File: config.mk
export PLATFORM = sky130hd
export DESIGN_NAME = dac_conditioner
export DESIGN_NICKNAME = d
export VERILOG_FILES = /design/src/rtl/dac_conditioner.sv
export SDC_FILE = /design/constraint.sdc
export NUM_CORES = 1
export LEC_CHECK = 0
export ABC_AREA = 1
export CAP_MARGIN = 25
export CORE_ASPECT_RATIO = 0.6
export CORE_UTILIZATION = 55
export CTS_BUF_LIST = sky130_fd_sc_hd__clkbuf_8
export CTS_CLUSTER_DIAMETER = 200
export CTS_CLUSTER_SIZE = 40
export DETAILED_ROUTE_END_ITERATION = 7
export MAX_ROUTING_LAYER = met4
export PLACE_DENSITY = 0.82
export REMOVE_ABC_BUFFERS = 1
export SKIP_LAST_GASP = 1
export SYNTH_ARGS = -nofsm -noshare
export SYNTH_HDL_FRONTEND = slang
export SYNTH_SLANG_ARGS = --single-unit
File: constraint.sdc
create_clock -name clock -period 2.33 [get_ports clock]
set_clock_uncertainty 0.15 [all_clocks]
set_input_delay 0.466 -clock clock [delete_from_list [all_inputs] [get_ports clock]]
set_output_delay 0.466 -clock clock [all_outputs]
set_load 0.02 [all_outputs]
File: src/rtl/dac_conditioner.sv
// Two-stage DAC conditioner: round/shift, offset and clip, then peak hold over WINDOW samples.
// Optional DAC_SAT_COUNTER_EN adds sat_clr/sat_count, a saturating count of clipped samples.
module dac_conditioner #(
    parameter int BITS_IN  = 50,
    parameter int BITS_OUT = 14,
    parameter int SHIFT    = 16,
    parameter int OFFSET   = 8192,
    parameter int WINDOW   = 1024
) (
    input  logic                clock,
    input  logic                reset_n,
    input  logic                in_valid,
    input  logic [BITS_IN-1:0]  in,
`ifdef DAC_SAT_COUNTER_EN
    input  logic                sat_clr,
    output logic [15:0]         sat_count,
`endif
    output logic [BITS_OUT-1:0] dac_out,
    output logic                out_valid,
    output logic                sat_flag,
    output logic [BITS_OUT-1:0] peak,
    output logic                peak_valid
);

    localparam int CW = $clog2(WINDOW);
    localparam logic signed [BITS_IN:0]   RND     = (BITS_IN+1)'(64'd1 << (SHIFT-1));
    localparam logic signed [BITS_IN+1:0] OFF_EXT = (BITS_IN+2)'(OFFSET);
    localparam logic signed [BITS_IN+1:0] MAX_EXT = (BITS_IN+2)'((64'd1 << BITS_OUT) - 64'd1);
    localparam logic [CW-1:0]             LAST    = CW'(WINDOW-1);

    // vld_pipe[1] is v1 (stage 1), vld_pipe[2] is out_valid
    logic [2:1]                vld_pipe;
    logic signed [BITS_IN:0]   s1;
    logic signed [BITS_IN:0]   rnd_sum;
    logic signed [BITS_IN+1:0] t;
    logic                      clip_lo, clip_hi;
    logic [BITS_OUT-1:0]       code;
    logic [CW-1:0]             cnt;
    logic [BITS_OUT-1:0]       run_max;
    logic [BITS_OUT-1:0]       win_max;

    assign out_valid = vld_pipe[2];

    // One extra bit so the rounding add cannot wrap for inputs near the positive limit
    always_comb begin
        rnd_sum = $signed({in[BITS_IN-1], in}) + RND;
        t       = $signed({s1[BITS_IN], s1}) + OFF_EXT;
        clip_lo = t[BITS_IN+1];
        clip_hi = !clip_lo && (t > MAX_EXT);
        code    = t[BITS_OUT-1:0];
        if (clip_lo)
            code = '0;
        else if (clip_hi)
            code = '1;
        win_max = (dac_out > run_max) ? dac_out : run_max;
    end

    always_ff @(posedge clock or negedge reset_n) begin
        if (!reset_n) begin
            vld_pipe <= '0;
            s1       <= '0;
            dac_out  <= BITS_OUT'(OFFSET);
            sat_flag <= 1'b0;
        end else begin
            vld_pipe <= {vld_pipe[1], in_valid};
            s1       <= rnd_sum >>> SHIFT;
            if (vld_pipe[1]) begin
                dac_out  <= code;
                sat_flag <= clip_lo | clip_hi;
            end
        end
    end

    // Peak hold: the running max restarts empty after each completed window
    always_ff @(posedge clock or negedge reset_n) begin
        if (!reset_n) begin
            cnt        <= '0;
            run_max    <= '0;
            peak       <= '0;
            peak_valid <= 1'b0;
        end else begin
            peak_valid <= 1'b0;
            if (out_valid) begin
                if (cnt == LAST) begin
                    peak       <= win_max;
                    peak_valid <= 1'b1;
                    cnt        <= '0;
                    run_max    <= '0;
                end else begin
                    cnt     <= cnt + CW'(1);
                    run_max <= win_max;
                end
            end
        end
    end

`ifdef DAC_SAT_COUNTER_EN
    // Counted at the edge that loads the clipped code, so it tracks sat_flag
    always_ff @(posedge clock or negedge reset_n) begin
        if (!reset_n)
            sat_count <= '0;
        else if (sat_clr)
            sat_count <= '0;
        else if (vld_pipe[1] && (clip_lo || clip_hi) && (sat_count != 16'hFFFF))
            sat_count <= sat_count + 16'd1;
    end
`endif

endmodule

==> impl_metrics.yaml <==
power_and_ir_drop:
  p_total_mw: 4.593
  pwr_density_cell_nw_per_um2: 674.5
  leakagePower_nw: 3.394
  vdd.ir_drop.worst_uv: 452.1
placed_design:
  dp_hpwl_mm: 10.60
  gp_congestion: 1.040
  io_buffers: 68
drt:
  drc: 0
  num_vias: 5027
  via_per_inst: 5.308
  finalWirelength_mm: 13.98
  wl_per_cell_um: 14.76
  drt_iter0_markers: 432
  ant_nets: 0
  drt-pass1-iter-count: 6
worst_setup_path:
  worstReg2RegStart: "dac_out[13]"
  crit_fanout: 14
  crit_type: "reg2reg"
  cp-start-kind: "register"
  endpoint_kind: "register"
  cp-startpoint: "dac_out[13]"
  cp.arrival_ns: 2.35
  worstPathRequired_ns: 2.42
sta:
  setup_viol: 0
  min_period_ns: 2.261
  tightest_slew_ns: 0.5898
  slew_violations: 0
  finalHoldViolations: 0
  fmax_ghz: 0.4423
  max_slew_margin_pct: 60.64
  rsz0062_at_grt: "true"
  fin_crit_sh_pct: 97.04
layout:
  multiInputGateArea_um2: 2601
  syn2layout_area_growth_pct: 29.45
  layout-drive-gt1-share_pct: 13.22
  layout_common_cells: "nand2_1, inv_1, dfrtp_1"
  finalCoreUtilization_pct: 73.83
  nets: 882
  diodes: 0
  final_common_cell: "nand2_1"
  register_area_um2: 2278
  nFillCells: 711
floorplanning:
  io_pins: 84
  die_y_um: 77.75
  num_rows: 27
  die_area_um2: 9971
  initial_core_util_pct: 57.03
  core_area_um2: 9223
  dieWidth_um: 128.3
synth:
  syn-cell-area_um2: 5260
  synth_warnings: 0
  ys_ff_latch: 91
  synthCells: 684
  syn_area_per_cell_um2: 7.690
  synth_top_cell_area_share_pct: 42.82
  synth.top_cells.by_area: "dfrtp_1, nand2_1, nand3_1, inv_1, ha_1"
  yosysTopAreaCell: "dfrtp_1"
  synth_cell_types: 33
  ys_seq_area_share_pct: 43.32
clocking:
  clockRootBuffer: "clkbuf_8"
  clock_sinks: 91
  clock_path_buffers: 2
  cts_buffers: 9
  cts_tree: "done"
  clkLatencyLatePin_ns: 0.38
  clk_pin_slew_worst_paths_ns: 0.10
  htreeDepth: 3
grt:
  grt_pass1_wl_mm: 22.67
  antenna_found_initial: 0
  grt_pass1_vias: 4735
  grt-ovfl-total: 0
  grt.total_usage_pct: 30.58
  grt_start_max_net_pins: 66
min_path:
  min-delay-start: "vld_pipe[1]"
  hp-class: "reg2reg"
run_status:
  outcome: "finished clean"
job:
  cap_violations: 0
## per-layer routing
metal | vias up | wire length [µm] | GRT usage, %
li1 | 2447 | - | -
met1 | 2357 | 6707 | 43.81
met2 | 200 | 6179 | 45.08
met3 | 23 | 960 | 6.276
met4 | 0 | 129 | 6.000
met5 | - | 0 | -
## per-stage QoR
stage	cell area [µm²]	worst slack, ns	std cells	hold slack (ns)	setup TNS, ns
floorplan	5192	-0.08723	671	0.02041	-1.812
global placement	6459	-0.1196	924	0.2528	-0.5435
detailed placement	6459	-0.1960	924	0.2550	-0.9578
CTS	6708	0.02301	942	0.2893	0
global route	6809	-0.06177	947	0.3085	-0.6314
finish	6809	0.06887	947	0.2989	0
## worst max-delay path: stages, from the launching register on
cell and delay (ns):
dfstp_2 0.58, ha_1 0.25, nand2_1 0.07, inv_1 0.04, nand3_1 0.12, inv_1 0.06
a21oi_1 0.17, nand2_1 0.13, nand2_1 0.10, buf_6 0.17, nand2_1 0.09, nand3_1 0.07
o21ai_0 0.12
## where the power goes
part	leakage [nW]	switching [mW]	internal, mW
Clock	0.111	0.641	0.527
Combinational	2.17	0.901	0.576
Sequential	1.12	0.144	1.80
## final timing paths
check	cells past startpoint	slack (ns)	end
max	12	0.07	run_max[8]
min	0	0.30	vld_pipe[2]
max reg2reg	12	0.07	run_max[8]
min reg2reg	0	0.30	vld_pipe[2]
max in group asynchronous	3	0.96	s1[6]
min in group asynchronous	2	0.38	cnt[2]
## registers in the layout, indices dropped and copies added, names as in the netlist
register	count
cnt	10
peak	14
vld_pipe	2
sat_flag	1
s1	35
dac_out	14
peak_valid	1
run_max	14
## layout make-up
class,instances,share of cell area [%]
tap,130,2.389
clock inverter,7,1.397
inverter,96,5.292
timing repair buffer,130,17.44
multi-input combinational,484,38.20
clock buffer,9,1.819
sequential,91,33.46
## cells in the mapped netlist (all sizes together)
| cell | number |
|---|---|
| nor2 | 55 |
| a21oi | 11 |
| clkbuf | 7 |
| buf | 6 |
| a22o | 1 |
| nand4 | 18 |
| nand3 | 74 |
| o21a | 1 |
| nand3b | 16 |
| xor2 | 24 |
| xnor2 | 11 |
| nor3b | 1 |
| dfstp | 1 |
| nor4 | 6 |
| inv | 96 |
| or2 | 2 |
| and3 | 1 |
| a31oi | 1 |
| dfrtp | 90 |
| o21ai | 28 |
| ha | 17 |
| nor3 | 13 |
| nand2 | 204 |
## cells by family (layout without fill, tap and decap cells)
family	Yosys count	count (layout)	share of synthesized area [%]
XOR/XNOR	35	35	5.828
AO/OA/AOI/OAI	42	42	4.139
buffers and inverters	109	242	8.135
adder cells (fa/ha/maj)	17	17	4.044
AND/OR/NAND/NOR	390	390	34.54
flip-flops	91	91	43.32
## repair_timing
action                                 in CTS  in global routing
gates resized for setup                     0                 12
buffers inserted                            1                  5
hold buffers                                1                  0
pin swaps                                   2                  4
endpoints found under the hold margin      25                  0
setup endpoints to repair                  10                 44
Power figures use the tool's default switching activity.
